File: src/rtl/otter_hazard_unit.sv
`default_nettype none
// ============================================================================
// Module      : otter_hazard_unit
// Description : Hazard and forwarding controller for the pipelined OTTER CPU.
//               Tracks every in-flight instruction from EX to WB and derives
//               EX operand forwarding selects, load-use stalls, EX bubbles
//               and control-flow flushes from that scoreboard.
// Revision    : 1.0 - initial release
// ============================================================================
module otter_hazard_unit #(
    parameter int NUM_STAGES   = 3,
    parameter int LOAD_LATENCY = 1,
    parameter int CNT_W        = 16,
    localparam int SW          = $clog2(NUM_STAGES + 1)
) (
    input  logic             CLK,
    input  logic             RESET_N,

    input  logic             de_valid,
    input  logic [4:0]       de_rs1_addr,
    input  logic [4:0]       de_rs2_addr,
    input  logic             de_rs1_used,
    input  logic             de_rs2_used,
    input  logic [4:0]       de_rd_addr,
    input  logic             de_reg_write,
    input  logic             de_is_load,
    input  logic             ex_redirect,

    output logic             stall,
    output logic             ex_bubble,
    output logic             flush,
    output logic [SW-1:0]    fwd_sel_a,
    output logic [SW-1:0]    fwd_sel_b,
    output logic [CNT_W-1:0] stall_count,
    output logic [CNT_W-1:0] flush_count
);

    localparam logic [CNT_W-1:0] c_CNT_MAX = {CNT_W{1'b1}};

    // ------------------------------------------------------------------
    // Scoreboard storage. Stage 1 = EX, stage NUM_STAGES = WB.
    // Source-register fields only matter while an entry sits in EX, so
    // they are kept for stage 1 alone. The load flag only matters while a
    // load's data is still unavailable, so it is kept for stages
    // 1..LOAD_LATENCY only.
    // ------------------------------------------------------------------
    logic [NUM_STAGES:1]   r_valid;
    logic [NUM_STAGES:1]   r_reg_write;
    logic [4:0]            r_rd [1:NUM_STAGES];
    logic [LOAD_LATENCY:1] r_is_load;

    logic [4:0]            r_ex_rs1;
    logic [4:0]            r_ex_rs2;
    logic                  r_ex_rs1_used;
    logic                  r_ex_rs2_used;

    logic [CNT_W-1:0]      r_stall_count;
    logic [CNT_W-1:0]      r_flush_count;

    // Combinational hazard terms
    logic                  w_accept;
    logic                  w_load_hazard;
    logic                  w_stall;
    logic [NUM_STAGES:2]   w_prod_a;
    logic [NUM_STAGES:2]   w_prod_b;
    logic [LOAD_LATENCY:1] w_load_hit;
    logic [SW-1:0]         w_sel_a;
    logic [SW-1:0]         w_sel_b;

    // Decode-side source qualifiers: x0 and unread fields never create hazards
    logic                  w_de_rs1_live;
    logic                  w_de_rs2_live;
    logic                  w_ex_rs1_live;
    logic                  w_ex_rs2_live;

    assign w_de_rs1_live = de_rs1_used && (de_rs1_addr != 5'd0);
    assign w_de_rs2_live = de_rs2_used && (de_rs2_addr != 5'd0);
    assign w_ex_rs1_live = r_ex_rs1_used && (r_ex_rs1 != 5'd0);
    assign w_ex_rs2_live = r_ex_rs2_used && (r_ex_rs2 != 5'd0);

    // ------------------------------------------------------------------
    // Producer detection for the EX sources in stages 2..NUM_STAGES
    // ------------------------------------------------------------------
    generate
        for (genvar k = 2; k <= NUM_STAGES; k++) begin : g_producer
            logic w_writes;
            assign w_writes    = r_valid[k] && r_reg_write[k] && (r_rd[k] != 5'd0);
            assign w_prod_a[k] = w_writes && (r_rd[k] == r_ex_rs1);
            assign w_prod_b[k] = w_writes && (r_rd[k] == r_ex_rs2);
        end
    endgenerate

    // ------------------------------------------------------------------
    // Load-use detection: decode sources against loads whose data does
    // not yet exist (stages 1..LOAD_LATENCY)
    // ------------------------------------------------------------------
    generate
        for (genvar k = 1; k <= LOAD_LATENCY; k++) begin : g_load_hit
            logic w_pending_load;
            assign w_pending_load = r_valid[k] && r_reg_write[k] && r_is_load[k]
                                    && (r_rd[k] != 5'd0);
            assign w_load_hit[k]  = w_pending_load
                                    && ((w_de_rs1_live && (r_rd[k] == de_rs1_addr))
                                     || (w_de_rs2_live && (r_rd[k] == de_rs2_addr)));
        end
    endgenerate

    assign w_load_hazard = |w_load_hit;

    // Redirect wins over stall: the decode instruction is discarded anyway
    assign w_stall  = de_valid && !ex_redirect && w_load_hazard;
    assign w_accept = de_valid && !w_stall && !ex_redirect;

    // Forwarding select per EX source; scan oldest to youngest so the youngest producer wins
    always_comb begin
        w_sel_a = '0;
        w_sel_b = '0;
        for (int k = NUM_STAGES; k >= 2; k--) begin
            if (w_ex_rs1_live && w_prod_a[k]) begin
                w_sel_a = SW'(k);
            end
            if (w_ex_rs2_live && w_prod_b[k]) begin
                w_sel_b = SW'(k);
            end
        end
    end

    assign stall     = w_stall;
    assign ex_bubble = w_stall || ex_redirect || !de_valid;
    assign flush     = ex_redirect;
    assign fwd_sel_a = w_sel_a;
    assign fwd_sel_b = w_sel_b;

    // Scoreboard shift: stage 1 takes decode or a bubble, older entries advance, WB retires
    always_ff @(posedge CLK) begin
        if (!RESET_N) begin
            r_valid       <= '0;
            r_reg_write   <= '0;
            r_is_load     <= '0;
            for (int k = 1; k <= NUM_STAGES; k++) begin
                r_rd[k] <= 5'd0;
            end
            r_ex_rs1      <= 5'd0;
            r_ex_rs2      <= 5'd0;
            r_ex_rs1_used <= 1'b0;
            r_ex_rs2_used <= 1'b0;
        end else begin
            // Stage 1: bubbles carry all-zero fields so stale data never matches
            r_valid[1]     <= w_accept;
            r_reg_write[1] <= w_accept && de_reg_write;
            r_is_load[1]   <= w_accept && de_is_load;
            r_rd[1]        <= w_accept ? de_rd_addr  : 5'd0;
            r_ex_rs1       <= w_accept ? de_rs1_addr : 5'd0;
            r_ex_rs2       <= w_accept ? de_rs2_addr : 5'd0;
            r_ex_rs1_used  <= w_accept && de_rs1_used;
            r_ex_rs2_used  <= w_accept && de_rs2_used;

            for (int k = 2; k <= NUM_STAGES; k++) begin
                r_valid[k]     <= r_valid[k-1];
                r_reg_write[k] <= r_reg_write[k-1];
                r_rd[k]        <= r_rd[k-1];
            end
            for (int k = 2; k <= LOAD_LATENCY; k++) begin
                r_is_load[k] <= r_is_load[k-1];
            end
        end
    end

    // Saturating event counters for stalls and flushes
    always_ff @(posedge CLK) begin
        if (!RESET_N) begin
            r_stall_count <= '0;
            r_flush_count <= '0;
        end else begin
            if (w_stall && (r_stall_count != c_CNT_MAX)) begin
                r_stall_count <= r_stall_count + 1'b1;
            end
            if (ex_redirect && (r_flush_count != c_CNT_MAX)) begin
                r_flush_count <= r_flush_count + 1'b1;
            end
        end
    end

    assign stall_count = r_stall_count;
    assign flush_count = r_flush_count;

endmodule
`default_nettype wire

File: config.mk
export PLATFORM = sky130hd
export DESIGN_NAME = otter_hazard_unit
export DESIGN_NICKNAME = d
export VERILOG_FILES = /design/src/rtl/otter_hazard_unit.sv
export SDC_FILE = /design/constraint.sdc
export NUM_CORES = 1
export LEC_CHECK = 0
export ABC_AREA = 1
export BUFFER_PORTS_ARGS = -buffer_cell sky130_fd_sc_hd__buf_2
export CORE_MARGIN = 2
export CORE_UTILIZATION = 50
export CTS_CLUSTER_DIAMETER = 60
export DETAILED_ROUTE_END_ITERATION = 12
export GPL_TIMING_DRIVEN = 0
export PLACE_DENSITY = 0.75
export SLEW_MARGIN = 15
export SYNTH_ARGS = -nofsm -noshare
export SYNTH_HDL_FRONTEND = slang
export SYNTH_SLANG_ARGS = --single-unit
File: constraint.sdc
create_clock -name CLK -period 1.5 [get_ports CLK]
set_input_delay 0.3 -clock CLK [delete_from_list [all_inputs] [get_ports CLK]]
set_output_delay 0.3 -clock CLK [all_outputs]
set_load 0.01 [all_outputs]
==> reports/results.tsv, run 1 <==
metric	value	unit
run_status	complete, but fails checks	
failed_checks	design-rule violations, negative setup slack	
avgRoutedWirePerCell	13.5	um
hpwl	5880	um
setup_tns	-10.78	ns
p_per_area	803	nW/um2
yosysMostFrequentCell	nand2_1	
stdcell_count	664	
synth_edf_count	0	
drc	2	
initial_core_util	52.2	%
ir_worst_vdd	597	uV
die_y	85.9	um
cts_max_level	3	
chipWidth	85.9	um
hold_violations	0	
arrival	1.60	ns
n_antenna_cell	0	
fin_crit	1.90	ns
fin_nets	607	
grt_use_total	23.1	%
grt_pass1_wl	13700	um
pin_count	62	
multi_input_area	1870	um2
setup_viol	57	
nFillCells	514	
seq_area	1380	um2
coreArea	6420	um2
vias	3357	
core.rowCount	29	
fin_ws	-0.402	ns
clk_latency	0.33	ns
cts_tree	yes	
rsz0062_at_grt	yes	
drive_gt1_share	33.6	%
ant_nets	0	
required	1.20	ns
dr.pass1.iters	11	
synth-seq-area-share	39.4	%
end_kind	primary output	
grt_max_degree	11	
cts-buffers-inserted	9	
cellLeakagePower	2.33	nW
grt_pass1_vias	3078	
dieArea	7370	um2
synth_cell_types	35	
regToRegSetupSlack	-0.32	ns
yosysTopAreaCell	dfxtp_1	
fin_crit_sh	127	%
yosys_most_used_dff	dfxtp_1	
hold_buffers	0	
avgSynthCellArea	6.80	um2
synthTopCellsByCount	nand2_1, inv_1, nor2_1	
synth_area_leaders	dfxtp_1, nand2_1, inv_1	
placed_cells_incl_taps	631	
maxCapViolCount	0	
async_flop_share	0	%
grt_overflow	0	
antenna_found_initial	0	
skew	0.00810	ns
place.gp.congestion	0.952	
viasPerCell	5.06	
drtIter0Drc	213	
tightestPinTransition	0.555	ns
path_clk_slew	0.06	ns
port_buffers	61	
worstSetupPathType	register to primary output	
drv_slew	0	
maxSlewHeadroom	63.0	%
clock_path_buffers	2	
start_kind	register	
synth_area	3350	um2
hold_path_class	input port to register	
wl	8930	um
cts_sinks	66	
ys_warn_count	0	
clk_root_buffer_cell	clkbuf_8	
max_freq	526	MHz
yosys.area.top_type_share	39.4	%
syn_nets	518	
netlist_instances	493	
area_growth	34.0	%
ys_ff_latch	66	
critPathMaxFanout	5	
critical path: stages (launching register included):
cell and delay, ns:
dfxtp_4 0.36, buf_4 0.14, a21oi_1 0.13, nand3_1 0.17, nand2_2 0.15, nand3_4 0.11, nand3_2 0.11, buf_6 0.10
per-stage QoR:
step	utilization (%)	cell area, um2	hold slack [ns]	setup slack [ns]	power [mW]
6_report	69.9	4490	0.173	-0.402	3.61
5_1_grt	69.9	4490	0.181	-0.481	3.73
4_1_cts	64.2	4120	0.171	-0.361	3.56
3_5_place_dp	58.4	3750	0.421	-0.234	2.06
3_3_place_gp	58.4	3750	0.417	-0.226	2.06
2_1_floorplan	-	3350	0.407	0.00423	1.98
sequential cells by signal, indices dropped and copies added (netlist names), 3 cells and up:
signal / cells
flush_count: 16
r_valid: 3
stall_count: 16
r_reg_write: 3
r_ex_rs2: 5
r_ex_rs1: 5
r_rd: 15
power by group:
group / internal [mW] / leakage, nW / switching, mW / total [mW]
sequential: 1.77 / 0.553 / 0.0317 / 1.80
combinational: 0.131 / 1.68 / 0.167 / 0.297
clock: 0.859 / 0.101 / 0.649 / 1.51
cells in the final DEF, fill, tap and decap left out, types with 5 or more instances in the layout:
cell type   n
inv_1      89
dfxtp_2    28
nand2_1    95
dfxtp_1    31
buf_2      60
nor2_4      5
a21oi_1    10
nand3_2     6
clkbuf_1    8
xor2_1     16
nor2_1     69
dfxtp_4     7
nand3_1    14
xnor2_1     7
clkbuf_8   11
nand2_2    10
nor2_2      5
buf_4      11
nor3_1      7
buf_6      10
nand4_1    19
o21ai_1    11
inv_2       8
nor3_4      5
cell type report:
| class | count | area share [%] |
|---|---|---|
| plain buffers | 10 | 1.53 |
| clock buffers | 14 | 3.62 |
| clock inverters | 2 | 0.780 |
| inverters | 98 | 8.19 |
| multi-input cells | 318 | 41.7 |
| flip-flops and latches | 66 | 30.8 |
| well taps | 77 | 2.14 |
| repair buffers | 79 | 11.3 |
what timing repair did:
action,4_1_cts,5_1_grt
pin swaps,19,18
setup buffers,4,14
setup endpoints to repair,57,57
gates resized for setup,47,76
gates cloned,0,1
final timing paths:
| check | from | to | cells past startpoint |
|---|---|---|---|
| max reg2reg | r_rd[0][6] | r_ex_rs2[4] | 10 |
| min | de_rd_addr[3] | r_rd[0][8] | 3 |
| max | r_rd[0][6] | ex_bubble | 7 |
| min reg2reg | r_reg_write[2] | r_reg_write[3] | 2 |
cell families after synthesis:
kind of cell | synth area share (%)
AO/OA/AOI/OAI | 6.27
XOR/XNOR | 6.53
adder cells (fa/ha/maj) | 0.746
buffers and inverters | 12.8
flip-flops | 39.4
AND/OR/NAND/NOR | 34.2
per-layer routing:
| layer | global-route usage [%] | wire length [um] | vias up |
|---|---|---|---|
| met1 | 29.2 | 3790 | 1504 |
| li1 | - | - | 1700 |
| met3 | 4.04 | 482 | 30 |
| met5 | 0 | 0 | - |
| met4 | 9.09 | 284 | 0 |
| met2 | 38.9 | 4370 | 123 |
Power figures use the tool's default switching activity.
==> run 2, diff against run 1 <==
- GPL_TIMING_DRIVEN: 0 -> not set
==> run 2 against run 1 <==
Net effect: the run still ends with design-rule violations, negative setup slack left; clock-buffer cell count down 4; cell count up 4.4%; die area unchanged; flip-flop and latch count unchanged; power up 0.61%; critical path type unchanged; critical endpoint is now fwd_sel_b[1]; largest cell class unchanged; largest power group unchanged.
==> reports/results.tsv, run 2 (synthesized netlist as in run 1, its figures left out) <==
metric	value	unit	change
area_growth	40.9	%	
final_common_cell	nand2_1		
maxCapViolCount	0		unchanged
fin_nets	636		+4.8%
final_cell_mix	nand2_1, inv_1, nor2_1		
grt_pass1_wl	14500	um	+5.8%
grt_pass1_vias	3250		+5.6%
fin_crit_sh	125	%	-1.3 points
viasPerCell	5.04		-0.30%
hold_buffers	0		unchanged
p_total	3.63	mW	+0.61%
vias	3493		+4.1%
arrival	1.58	ns	-0.02 ns
placed_area	4110	um2	+9.5%
wl	8900	um	-0.31%
p_comb_share	8.6	%	+0.4 points
clock_path_buffers	2		unchanged
drive_gt1_share	37.3	%	+3.8 points
grt_use_total	24.6	%	+1.6 points
internal_power	2.73	mW	-1.1%
clkPwrFrac	41.7	%	about the same
ant_nets	0		unchanged
port_buffers	61		unchanged
cts_tree	yes		
place.gp.congestion	0.935		-1.8%
stdcell_area	4720	um2	+5.2%
cts_max_level	3		unchanged
initial_core_util	52.2	%	unchanged
crit_path_cell_trace	buf_6 > xnor2_1 > nand2_2 > nor4_4 > nand3_1 > nand2_1 > buf_2		
antenna_found_initial	0		unchanged
drtIter0Drc	231		+8.5%
p_sw	0.900	mW	+6.2%
run_status	complete, but fails checks		
maxSlewHeadroom	81.1	%	+18 points
cts_sinks	66		unchanged
path_clk_slew	0.07	ns	about the same
ir_worst_vdd	612	uV	+2.5%
required	1.20	ns	about the same
skew	0.00754	ns	-0.000557 ns
dr.pass1.iters	9		-2
chipWidth	85.9	um	unchanged
reg2reg_depth	12		+2
end_kind	primary output		
cpMaxStageDelayCell	dfxtp_2		
hpwl	6130	um	+4.3%
wl_met3	408	um	-15%
coreArea	6420	um2	unchanged
pwr-share-seq	49.6	%	-0.4 points
cts-buffers-inserted	9		unchanged
slowest_delay	0.33	ns	-0.03 ns
whs	0.160	ns	-0.0136 ns
holdPathStages	3		unchanged
clk_root_buffer_cell	clkbuf_8		
nFillCells	470		-8.6%
failed_checks	design-rule violations, negative setup slack		
rsz0062_at_grt	yes		
dieArea	7370	um2	unchanged
p_per_area	768	nW/um2	-4.3%
drc	2		unchanged
clk_latency	0.34	ns	about the same
core.rowCount	29		unchanged
setup_viol	19		-67%
avgRoutedWirePerCell	12.8	um	-4.5%
tightestPinTransition	0.284	ns	-0.272 ns
n_antenna_cell	0		unchanged
grt_max_degree	32		+21
met2_length	4580	um	+4.8%
start_kind	register		
fin_crit	1.88	ns	-0.0200 ns
pin_count	62		unchanged
grt_overflow	0		unchanged
fin_ws	-0.382	ns	+0.0200 ns
hold_path_class	input port to register		
die_y	85.9	um	unchanged
critPathMaxFanout	2		-3
cellLeakagePower	2.47	nW	+5.8%
max_freq	531	MHz	+1.1%
worstSetupPathType	register to primary output		
drv_slew	0		unchanged
hold_violations	0		unchanged
dr.max_layer_used	met4		
p_sw_share	24.8	%	+1.3 points
wl_met1	3770	um	-0.55%
run 2: cell count changes in the layout (fill, tap and decap cells not counted), sizes merged:
| cell | previous run | this run |
|---|---|---|
| buf | 83 | 118 |
| clkbuf | 20 | 10 |
| clkinvlp | 0 | 3 |
| clkinv | 2 | 3 |
run 2: area by class of cell:
type                       count  area, um2  area share [%]
tap                           77       96.3            2.04
multi-input combinational    318       1860            39.3
timing repair buffer         118        836            17.7
clock buffer                  10        138            2.91
clock inverter                 6       66.3            1.40
sequential                    66       1360            28.9
inverter                      98        368            7.79
run 2: final timing paths:
check	from	to	slack (ns)
hold / removal	de_rd_addr[1]	r_rd[0][6]	0.16
setup reg to reg	r_rd[0][7]	stall_count[0]	-0.09
hold reg to reg	r_rd[0][9]	r_rd[0][14]	0.43
setup / recovery	r_ex_rs2[0]	fwd_sel_b[1]	-0.38
run 2: power by group through the flow:
| stage | clock network [mW] | registers (mW) | logic, mW |
|---|---|---|---|
| 2_1_floorplan | 0 | 1.84 | 0.140 |
| 3_3_place_gp | 0 | 1.84 | 0.259 |
| 3_5_place_dp | 0 | 1.84 | 0.264 |
| 4_1_cts | 1.54 | 1.80 | 0.286 |
| 5_1_grt | 1.62 | 1.80 | 0.346 |
| 6_report | 1.52 | 1.80 | 0.314 |
run 2: metal layers:
metal / up-vias / track usage (%)
met5: - / 0
met4: 0 / 10.2
li1: 1763 / -
met2: 102 / 43.6
met1: 1615 / 29.8
met3: 13 / 3.56
run 2: per-stage QoR:
stage / util, % / setup WS [ns] / TNS (ns) / cells
5_1_grt: 73.6 / -0.462 / -7.44 / 693
3_3_place_gp: 64.0 / -0.0668 / -1.20 / 671
3_5_place_dp: 64.0 / -0.0953 / -2.52 / 671
6_report: 73.6 / -0.382 / -2.63 / 693
4_1_cts: 69.8 / -0.385 / -3.38 / 692
2_1_floorplan: - / 0.00423 / 0 / 493
run 2: repair_timing:
action	4_1_cts	5_1_grt
setup buffers	5	4
endpoints found under the setup margin	49	58
gates cloned	1	0
gates resized for setup	43	68
pin swaps	9	24
run 2: critical path: cells and delay by family (launching register included):
kind | cells | cell delay (ns)
and+or+nand+nor | 4 | 0.45
DFF | 1 | 0.33
buffers and inverters | 2 | 0.24
xor gates and xnor gates | 1 | 0.22
